<file path="src/rtl/conv_arb_sched_pkg.sv">
// Shared definitions for the two-requester pixel arbiter: FSM encoding,
// the pipeline tag layout and the pixel channel positions.
package conv_arb_sched_pkg;

   localparam int PIX_W = 24;
   localparam int CH_W  = 8;
   localparam int RES_W = 18;
   localparam int R_LSB = 16;
   localparam int G_LSB = 8;
   localparam int B_LSB = 0;

   typedef enum logic [1:0] {
      ST_IDLE   = 2'd0,
      ST_GRANT0 = 2'd1,
      ST_GRANT1 = 2'd2
   } state_t;

   // Travels alongside the datapath; id/last are forced to 0 on bubbles.
   typedef struct packed {
      logic beat;
      logic id;
      logic last;
   } tag_t;

   localparam int TAG_W = $bits(tag_t);

   function automatic state_t grant_state(input logic id);
      return id ? ST_GRANT1 : ST_GRANT0;
   endfunction

   function automatic logic [CH_W-1:0] pix_ch(input logic [PIX_W-1:0] pix, input int lsb);
      return pix[lsb +: CH_W];
   endfunction

endpackage

</file>
<file path="src/rtl/conv_arb_sched_if.sv">
// Requester, kernel datapath and result signals of conv_arb_sched.
// The slave modport is the arbiter's view; master is the surrounding system.
interface conv_arb_sched_if;
   import conv_arb_sched_pkg::*;

   logic             req0_valid;
   logic [PIX_W-1:0] req0_pix;
   logic             req0_last;
   logic             req0_ready;
   logic             req1_valid;
   logic [PIX_W-1:0] req1_pix;
   logic             req1_last;
   logic             req1_ready;
   logic [CH_W-1:0]  kern_din_r;
   logic [CH_W-1:0]  kern_din_g;
   logic [CH_W-1:0]  kern_din_b;
   logic [RES_W-1:0] kern_dout;
   logic             res_valid;
   logic [RES_W-1:0] res_data;
   logic             res_id;
   logic             res_last;

   modport slave (
      input  req0_valid, req0_pix, req0_last, req1_valid, req1_pix, req1_last, kern_dout,
      output req0_ready, req1_ready, kern_din_r, kern_din_g, kern_din_b,
             res_valid, res_data, res_id, res_last
   );

   modport master (
      output req0_valid, req0_pix, req0_last, req1_valid, req1_pix, req1_last, kern_dout,
      input  req0_ready, req1_ready, kern_din_r, kern_din_g, kern_din_b,
             res_valid, res_data, res_id, res_last
   );

endinterface

</file>
<file path="src/rtl/conv_tag_pipe.sv">
// Delay line of DEPTH registers carrying the beat tag so it lines up with
// the kernel datapath output.
module conv_tag_pipe
   import conv_arb_sched_pkg::*;
#(
   parameter int DEPTH = 2
) (
   input  logic clk,
   input  logic resetn,
   input  tag_t din,
   output tag_t dout
);

   tag_t stage_reg [DEPTH];

   always_ff @(posedge clk or negedge resetn) begin
      if (!resetn) begin
         for (int i = 0; i < DEPTH; i++) begin
            stage_reg[i] <= '0;
         end
      end else begin
         stage_reg[0] <= din;
         for (int i = 1; i < DEPTH; i++) begin
            stage_reg[i] <= stage_reg[i-1];
         end
      end
   end

   assign dout = stage_reg[DEPTH-1];

endmodule

</file>
<file path="src/rtl/conv_arb_sched.sv">
// Round-robin burst arbiter feeding two pixel streams into one shared kernel
// datapath; optional per-requester counters are built with CONV_ARB_STATS_EN.
module conv_arb_sched
   import conv_arb_sched_pkg::*;
#(
   parameter int PIPE_LAT  = 2,
   parameter int BURST_LEN = 16
) (
   input  logic clk,
   input  logic resetn,
   conv_arb_sched_if.slave bus
`ifdef CONV_ARB_STATS_EN
   ,
   output logic [31:0] stat_beats0,
   output logic [31:0] stat_beats1,
   output logic [15:0] stat_frames0,
   output logic [15:0] stat_frames1
`endif
);

   localparam int CNT_W = $clog2(BURST_LEN);
   localparam logic [CNT_W-1:0] CNT_MAX = CNT_W'(BURST_LEN - 1);

   state_t           state, state_next;
   logic             rr, rr_next;
   logic [CNT_W-1:0] burst_cnt, cnt_next;

   logic             gid;
   logic             cur_valid;
   logic             cur_last;
   logic             oth_valid;
   logic             burst_end;
   logic             beat;
   logic [PIX_W-1:0] sel_pix;
   tag_t             tag_in;
   tag_t             tag_out;

   // In IDLE these alias requester 0; beat is qualified by state below.
   assign gid       = (state == ST_GRANT1);
   assign cur_valid = gid ? bus.req1_valid : bus.req0_valid;
   assign cur_last  = gid ? bus.req1_last  : bus.req0_last;
   assign oth_valid = gid ? bus.req0_valid : bus.req1_valid;
   assign burst_end = cur_last || (burst_cnt == CNT_MAX);

   always_ff @(posedge clk or negedge resetn) begin
      if (!resetn) begin
         state     <= ST_IDLE;
         rr        <= 1'b0;
         burst_cnt <= '0;
      end else begin
         state     <= state_next;
         rr        <= rr_next;
         burst_cnt <= cnt_next;
      end
   end

   always_comb begin
      state_next = state;
      rr_next    = rr;
      cnt_next   = burst_cnt;
      case (state)
         ST_IDLE: begin
            if (bus.req0_valid && bus.req1_valid) begin
               state_next = grant_state(rr);
            end else if (bus.req0_valid) begin
               state_next = ST_GRANT0;
            end else if (bus.req1_valid) begin
               state_next = ST_GRANT1;
            end
         end
         ST_GRANT0, ST_GRANT1: begin
            if (cur_valid) begin
               if (burst_end) begin
                  state_next = oth_valid ? grant_state(!gid) : ST_IDLE;
                  rr_next    = !gid;
                  cnt_next   = '0;
               end else begin
                  cnt_next = burst_cnt + 1'b1;
               end
            end else if (oth_valid) begin
               // Idle grantee hands over immediately instead of stalling the other side.
               state_next = grant_state(!gid);
               rr_next    = !gid;
               cnt_next   = '0;
            end
         end
         default: state_next = ST_IDLE;
      endcase
   end

   always_comb begin
      bus.req0_ready = (state == ST_GRANT0);
      bus.req1_ready = (state == ST_GRANT1);
      beat           = (state != ST_IDLE) && cur_valid;
      sel_pix        = gid ? bus.req1_pix : bus.req0_pix;
      bus.kern_din_r = beat ? pix_ch(sel_pix, R_LSB) : '0;
      bus.kern_din_g = beat ? pix_ch(sel_pix, G_LSB) : '0;
      bus.kern_din_b = beat ? pix_ch(sel_pix, B_LSB) : '0;
      tag_in.beat    = beat;
      tag_in.id      = beat && gid;
      tag_in.last    = beat && cur_last;
   end

   conv_tag_pipe #(
      .DEPTH(PIPE_LAT)
   ) u_tag_pipe (
      .clk   (clk),
      .resetn(resetn),
      .din   (tag_in),
      .dout  (tag_out)
   );

   assign bus.res_valid = tag_out.beat;
   assign bus.res_id    = tag_out.id;
   assign bus.res_last  = tag_out.last;
   assign bus.res_data  = bus.kern_dout;

`ifdef CONV_ARB_STATS_EN
   always_ff @(posedge clk or negedge resetn) begin
      if (!resetn) begin
         stat_beats0  <= '0;
         stat_beats1  <= '0;
         stat_frames0 <= '0;
         stat_frames1 <= '0;
      end else if (beat) begin
         if (gid) begin
            stat_beats1 <= stat_beats1 + 32'd1;
            if (cur_last) stat_frames1 <= stat_frames1 + 16'd1;
         end else begin
            stat_beats0 <= stat_beats0 + 32'd1;
            if (cur_last) stat_frames0 <= stat_frames0 + 16'd1;
         end
      end
   end
`endif

endmodule

</file>
<file path="src/flat_wrapper.sv">
// flat-port wrapper written by rule: the top's interface ports become plain ports
module conv_arb_sched_flat import conv_arb_sched_pkg::*;
#(
   parameter int PIPE_LAT  = 2,
   parameter int BURST_LEN = 16
)
  (clk, resetn, bus_req0_valid, bus_req0_pix, bus_req0_last, bus_req1_valid, bus_req1_pix, bus_req1_last, bus_kern_dout, bus_req0_ready, bus_req1_ready, bus_kern_din_r, bus_kern_din_g, bus_kern_din_b, bus_res_valid, bus_res_data, bus_res_id, bus_res_last);
  conv_arb_sched_if bus_i ();
  input  logic clk;
  input  logic resetn;
  input wire logic [$bits(bus_i.req0_valid)-1:0] bus_req0_valid;
  input wire logic [$bits(bus_i.req0_pix)-1:0] bus_req0_pix;
  input wire logic [$bits(bus_i.req0_last)-1:0] bus_req0_last;
  input wire logic [$bits(bus_i.req1_valid)-1:0] bus_req1_valid;
  input wire logic [$bits(bus_i.req1_pix)-1:0] bus_req1_pix;
  input wire logic [$bits(bus_i.req1_last)-1:0] bus_req1_last;
  input wire logic [$bits(bus_i.kern_dout)-1:0] bus_kern_dout;
  output wire logic [$bits(bus_i.req0_ready)-1:0] bus_req0_ready;
  output wire logic [$bits(bus_i.req1_ready)-1:0] bus_req1_ready;
  output wire logic [$bits(bus_i.kern_din_r)-1:0] bus_kern_din_r;
  output wire logic [$bits(bus_i.kern_din_g)-1:0] bus_kern_din_g;
  output wire logic [$bits(bus_i.kern_din_b)-1:0] bus_kern_din_b;
  output wire logic [$bits(bus_i.res_valid)-1:0] bus_res_valid;
  output wire logic [$bits(bus_i.res_data)-1:0] bus_res_data;
  output wire logic [$bits(bus_i.res_id)-1:0] bus_res_id;
  output wire logic [$bits(bus_i.res_last)-1:0] bus_res_last;
  assign bus_i.req0_valid = bus_req0_valid;
  assign bus_i.req0_pix = bus_req0_pix;
  assign bus_i.req0_last = bus_req0_last;
  assign bus_i.req1_valid = bus_req1_valid;
  assign bus_i.req1_pix = bus_req1_pix;
  assign bus_i.req1_last = bus_req1_last;
  assign bus_i.kern_dout = bus_kern_dout;
  assign bus_req0_ready = bus_i.req0_ready;
  assign bus_req1_ready = bus_i.req1_ready;
  assign bus_kern_din_r = bus_i.kern_din_r;
  assign bus_kern_din_g = bus_i.kern_din_g;
  assign bus_kern_din_b = bus_i.kern_din_b;
  assign bus_res_valid = bus_i.res_valid;
  assign bus_res_data = bus_i.res_data;
  assign bus_res_id = bus_i.res_id;
  assign bus_res_last = bus_i.res_last;
  conv_arb_sched #(.PIPE_LAT(PIPE_LAT), .BURST_LEN(BURST_LEN)) u_core (.clk(clk), .resetn(resetn), .bus(bus_i));
endmodule
</file>
<file path="config.mk">
export PLATFORM = sky130hd
export DESIGN_NAME = conv_arb_sched_flat
export DESIGN_NICKNAME = d
export VERILOG_FILES = /design/src/rtl/conv_arb_sched_pkg.sv /design/src/rtl/conv_arb_sched_if.sv /design/src/rtl/conv_tag_pipe.sv /design/src/rtl/conv_arb_sched.sv /design/src/flat_wrapper.sv
export SDC_FILE = /design/constraint.sdc
export NUM_CORES = 1
export LEC_CHECK = 0
export BUFFER_PORTS_ARGS = -buffer_cell sky130_fd_sc_hd__buf_2
export CORE_ASPECT_RATIO = 1.4
export CORE_MARGIN = 5
export CORE_UTILIZATION = 33
export CTS_CLUSTER_DIAMETER = 30
export DETAILED_ROUTE_END_ITERATION = 16
export PLACE_DENSITY = 0.8
export SLEW_MARGIN = 20
export SYNTH_ARGS = -nofsm -noshare
export SYNTH_HDL_FRONTEND = slang
export SYNTH_SLANG_ARGS = --single-unit
</file>
<file path="constraint.sdc">
create_clock -name clk -period 1.65 [get_ports clk]
set_input_delay 0.0825 -clock clk [delete_from_list [all_inputs] [get_ports clk]]
set_output_delay 0.0825 -clock clk [all_outputs]
set_load 0.02 [all_outputs]
</file>
==> results_dict.tcl, run 1 <==
set metrics [dict create \
    drt-initial-drc-count 19 \
    timing.final.ws_setup_ps -213 \
    clock.fmax_ghz 0.537 \
    outcome "finished with violations" \
    ios 119 \
    critPathArrivalTime_ps 1780 \
    rr_worst_depth 7 \
    avgRoutedWirePerCell_um 16.4 \
    rows 26 \
    antennaDiodeCount 0 \
    maxCapViolCount 0 \
    antenna_left 0 \
    finalSetupTns_ps -4650 \
    largest_register_ffs 4 \
    clk_pin_slew_ps 60 \
    cts_tree "built" \
    drc_errors 0 \
    vdd_drop_max_uv 1170 \
    regArea_sq_um 327 \
    switching_power_mw 1.69 \
    endpoint_kind "output port" \
    overflow 0 \
    cp_max_fo 9 \
    grt_pass1_vias 1409 \
    min_path_cells 0 \
    fp.dieH_um 82.6 \
    r2r-start "u_core.state[1]" \
    place_ws_ps -117 \
    postSynthAreaPerCell_sq_um 8.82 \
    swShare_pct 45.8 \
    synth_cells 141 \
    internal_power_mw 2.00 \
    layout.filler_cells 303 \
    antenna_found_initial 0 \
    globalplace.congestion 0.953 \
    dieArea_sq_mm 0.00511 \
    ys_ff_latch 13 \
    final_common_cell "buf_2" \
    final_area_sq_mm 0.00212 \
    cts_sinks 13 \
    hp-class "in2out" \
    min_to "bus_res_data[16]" \
    setup_viol 29 \
    final_cell_mix "buf_2, mux2i_1, buf_4" \
    combPwrFrac_pct 79.2 \
    vias 1345 \
    cts_buffers 3 \
    post_dp_cell_area_sq_mm 0.00169 \
    core_area_sq_mm 0.00364 \
    seqPwrFrac_pct 13.1 \
    multi_input_area_sq_um 950 \
    synth_cell_types 32 \
    fin_util_pct 58.3 \
    area_growth_pct 70.8 \
    min_from "bus_kern_dout[16]" \
    rsz0062_at_grt "true" \
    final.period_utilization_pct 113 \
    die_w_um 61.9 \
    routed_wl_um 4310 \
    final_hold_viol_count 0 \
    async_flop_share_pct 100 \
    hpwlAfterDp_um 2850 \
    clk_path_buf_depth 2 \
    timing.slew.headroom_pct 65.8 \
    dr.pass1.iters 5 \
    reg2reg_slack_ps -80 \
    syn-cell-area_sq_mm 0.00124 \
    path_class "reg2out" \
    ys.flop_type "dfrtp_1" \
    p_leak_nw 1.02 \
    grt_util_all_layers_pct 17.2 \
    yosysWarnings 0 \
    grt_start_max_net_pins 26 \
    worst_slew_pin_slew_ps 507 \
    fin_crit_ps 1860 \
    synth_edf_count 0 \
    io_buffers 82 \
    clk_latency_ps 250 \
    yosysSeqAreaShare_pct 26.2 \
    cp-start-kind "flip-flop" \
    syn_nets 219 \
    finalMaxSlewViolations 0 \
    layout.nets 300 \
    root_buffer "clkbuf_8" \
    pwr-share-clk_pct 7.7 \
    fin_skew_ps 12.0 \
    viasPerCell 5.11 \
    layout-drive-gt1-share_pct 66.5 \
    initial_utilization_pct 34.1 \
    grt_pass1_wl_um 6580 \
    htree_levels 1 \
    r2r_end "u_core.burst_cnt[3]" \
    failed_checks "setup timing" \
    power_density_mw_per_mm2 1740 \
    required_ps 1570 \
]
## power groups by stage
| stage | Clock [mW] | Combinational, mW | Sequential, mW |
|---|---|---|---|
| after floorplan | 0 | 1.49 | 0.508 |
| after global placement | 0 | 2.07 | 0.479 |
| after detailed placement | 0 | 2.11 | 0.480 |
| after CTS | 0.289 | 2.64 | 0.481 |
| after global routing | 0.301 | 3.11 | 0.494 |
| final | 0.283 | 2.93 | 0.485 |
## routing by layer
layer | track usage, % | vias to the layer above | share of wire (%)
li1 | - | 626 | -
met3 | 3.11 | 24 | 6.4
met1 | 17.9 | 635 | 33
met4 | 8.28 | 0 | 3.6
met5 | 0 | - | 0
met2 | 31.9 | 60 | 56
## area by class of cell
type	count	area share (%)
inverters	4	0.707
well taps	42	2.47
repair buffers	102	34.6
clock buffers	4	2.12
multi-input cells	98	44.7
flip-flops and latches	13	15.4
## repair_timing
action                                 CTS  global route
buffers inserted                         5             2
setup endpoints to repair               29            31
cloned                                   1             0
pin swaps                                5             3
endpoints found under the hold margin   13             0
hold buffers                             1             0
resized for setup                       54            24
## through the flow
step	power [mW]	hold slack (ps)	instances
CTS	3.41	154	261
detailed placement	2.59	-16.9	250
floorplan	2.00	-213	141
global route	3.90	165	263
global placement	2.55	-21.5	250
finish	3.70	165	263
## how the worst max path moves through the flow
stage,startpoint,to,slack (ps)
after global placement,u_core.state[0],u_core.state[1],-60
after global routing,u_core.state[1],bus_kern_din_g[2],-260
after CTS,u_core.state[1],bus_kern_din_r[5],-180
after detailed placement,u_core.state[0],u_core.state[1],-120
final,u_core.state[1],bus_kern_din_g[2],-210
after floorplan,u_core.state[0],u_core.state[0],10
## cells in the mapped netlist (2+ instances only)
master    number  share of area, %
ha_1           6               6.0
mux2i_1       27                22
nand3_1        2              0.80
a32o_1         2               1.6
buf_6          3               2.7
dfrtp_1       13                26
inv_1          4               1.2
o22ai_1        2               1.0
nand3b_1       2               1.2
buf_4         19                11
nor2_1        28               8.5
a21o_1         2               1.2
buf_2          4               1.6
o31ai_1        2               1.2
o21ai_0        4               1.6
nand2_1        4               1.2
a21oi_1        2              0.80
## logic make-up (layout without fill, tap and decap cells)
kind of cell,Yosys count,after routing,synth area share [%]
mux,27,27,21.7
buf+inv,30,110,17.0
compound gates,19,19,10.5
flops,13,13,26.2
fa+ha+maj,6,6,6.04
simple gates,46,46,18.6
## critical path: stages (launching register included)
cell     delay [ps]
dfrtp_2         440
ha_4            190
mux2i_4         180
or2_4           280
buf_12          160
nor2_2          120
buf_4           150
No activity file was read; power rests on OpenSTA's default activity.
==> run 2: changes to the inputs <==
Settings changed: CAP_MARGIN set to 10, CELL_PAD_IN_SITES_DETAIL_PLACEMENT set to 0, CELL_PAD_IN_SITES_GLOBAL_PLACEMENT set to 1, CORE_UTILIZATION 33 to 22, PLACE_DENSITY 0.8 to 0.81, TNS_END_PERCENT set to 20.
==> run 2 against run 1 <==
Net effect:
- the flow still finishes with violations (setup timing)
- wire length decreased by 0.70%
- non-clock buffer count increased by 3
- design area increased by 11%
- worst hold slack got worse by 15 ps
- via count decreased by 3.8%
- critical endpoint is now bus_kern_din_g[0]
==> results_dict.tcl, run 2 (synthesized netlist as in run 1, its figures left out) <==
set metrics [dict create \
    die_w_um 73.5 \
    fin_skew_ps 3.54 \
    final_area_sq_mm 0.00235 \
    finalMaxSlewViolations 0 \
    final_hold_viol_count 0 \
    cts_tree "built" \
    final_cells 292 \
    drc_errors 0 \
    vdd_drop_max_uv 877 \
    clk_latency_ps 240 \
    initial_utilization_pct 22.5 \
    min_to "u_core.u_tag_pipe.stage_reg[4]" \
    clk_path_buf_depth 2 \
    r2r-start "u_core.state[0]" \
    required_ps 1570 \
    failed_checks "setup timing" \
    layout-drive-gt1-share_pct 73.2 \
    final.period_utilization_pct 111 \
    critPathArrivalTime_ps 1740 \
    layout.nets 303 \
    cp-start-kind "flip-flop" \
    hpwlAfterDp_um 2920 \
    area_growth_pct 88.8 \
    outcome "finished with violations" \
    fin_crit_ps 1830 \
    rows 32 \
    grt_util_all_layers_pct 10.3 \
    setup_viol 29 \
    endpoint_kind "output port" \
    rr_worst_depth 7 \
    cp_max_fo 5 \
    io_buffers 82 \
    globalplace.congestion 0.784 \
    vias 1294 \
    worst_slew_pin_slew_ps 489 \
    cts_sinks 13 \
    clk_pin_slew_ps 60 \
    grt_pass1_vias 1252 \
    post_dp_cell_area_sq_mm 0.00175 \
    grt_start_max_net_pins 21 \
    min_from "bus_req1_valid" \
    rsz0062_at_grt "true" \
    final_cell_mix "buf_2, buf_6, nor2_4, buf_4, dfrtp_1" \
    hp-class "in2reg" \
    path_class "reg2out" \
    maxCapViolCount 0 \
    ios 119 \
    power_density_mw_per_mm2 1710 \
    routed_wl_um 4280 \
    dieArea_sq_mm 0.00728 \
    layout.filler_cells 565 \
    min_path_cells 3 \
    core_area_sq_mm 0.00553 \
    overflow 0 \
    r2r_end "u_core.state[0]" \
    htree_levels 1 \
    antenna_left 0 \
    timing.final.ws_setup_ps -177 \
    fp.dieH_um 99.0 \
    place_inst 279 \
    grt_pass1_wl_um 5840 \
    clock.fmax_ghz 0.547 \
    viasPerCell 4.43 \
    cts_buffers 3 \
    drt-initial-drc-count 16 \
    antennaDiodeCount 0 \
    reg2reg_slack_ps -110 \
    root_buffer "clkbuf_8" \
    finalSetupTns_ps -4130 \
    p_leak_nw 1.06 \
    timing.slew.headroom_pct 67.1 \
    dr.pass1.iters 4 \
    antenna_found_initial 0 \
    largest_register_ffs 4 \
    final_common_cell "buf_2" \
    avgRoutedWirePerCell_um 14.6 \
    holdWs_ps 150 \
]
## run 2: cell types whose count changed in the layout (fill, tap and decap cells not counted), sizes merged
cell / previous run / this run
clkbuf: 4 / 6
clkinv: 0 / 1
## run 2: what timing repair did
item,in CTS,in global routing
pin swaps,2,19
buffers inserted,1,3
gates resized for setup,12,92
hold buffers,1,0
gates cloned,0,4
endpoints found under the hold margin,13,0
endpoints found under the setup margin,28,29
## run 2: where the power goes
group	internal [mW]	total [mW]	switching [mW]	leakage (nW)
clock network	0.167	0.284	0.117	0.0255
logic	1.67	3.25	1.58	0.868
registers	0.420	0.477	0.0576	0.171
total	2.26	4.01	1.75	1.06
## run 2: area by class of cell
cell class                 instances  area, sq um  share of cell area [%]
sequential                        13          327                    13.9
timing repair buffer             105          826                    35.2
inverter                           4         15.0                   0.639
multi-input combinational         98         1050                    44.7
clock buffer                       3         41.3                    1.76
tap                               68         85.1                    3.62
clock inverter                     1         5.00                   0.213
## run 2: per-layer routing
| layer | vias up | share of wire, % | global-route usage, % |
|---|---|---|---|
| li1 | 636 | - | - |
| met1 | 602 | 36 | 10.6 |
| met2 | 43 | 55 | 17.8 |
| met3 | 13 | 5.3 | 1.84 |
| met4 | 0 | 3.6 | 8.09 |
| met5 | - | 0 | 0 |
## run 2: worst max path at each step
| stage | slack [ps] | cells past startpoint | start | end |
|---|---|---|---|---|
| 2_1_floorplan | 10 | 6 | u_core.state[0] | u_core.state[0] |
| 3_3_place_gp | -10 | 6 | u_core.state[1] | u_core.state[1] |
| 3_5_place_dp | -40 | 6 | u_core.state[1] | u_core.state[1] |
| 4_1_cts | -180 | 7 | u_core.state[0] | bus_kern_din_b[1] |
| 5_1_grt | -240 | 7 | u_core.state[0] | bus_kern_din_g[0] |
| 6_report | -180 | 6 | u_core.state[1] | bus_kern_din_g[0] |
## run 2: stage by stage
stage / utilization, % / power (mW) / setup slack (ps)
4_1_cts: 33.5 / 3.04 / -184
5_1_grt: 42.5 / 4.27 / -238
3_3_place_gp: 31.7 / 2.62 / -10.2
2_1_floorplan: - / 2.00 / 12.9
6_report: 42.5 / 4.01 / -177
3_5_place_dp: 31.7 / 2.64 / -39.7
## run 2: critical path: stages (launching register included)
cell and delay, ps:
dfrtp_2 430, ha_4 180, mux2i_4 180, or2_4 300, clkbuf_16 190, nor2_4 90, buf_6 120
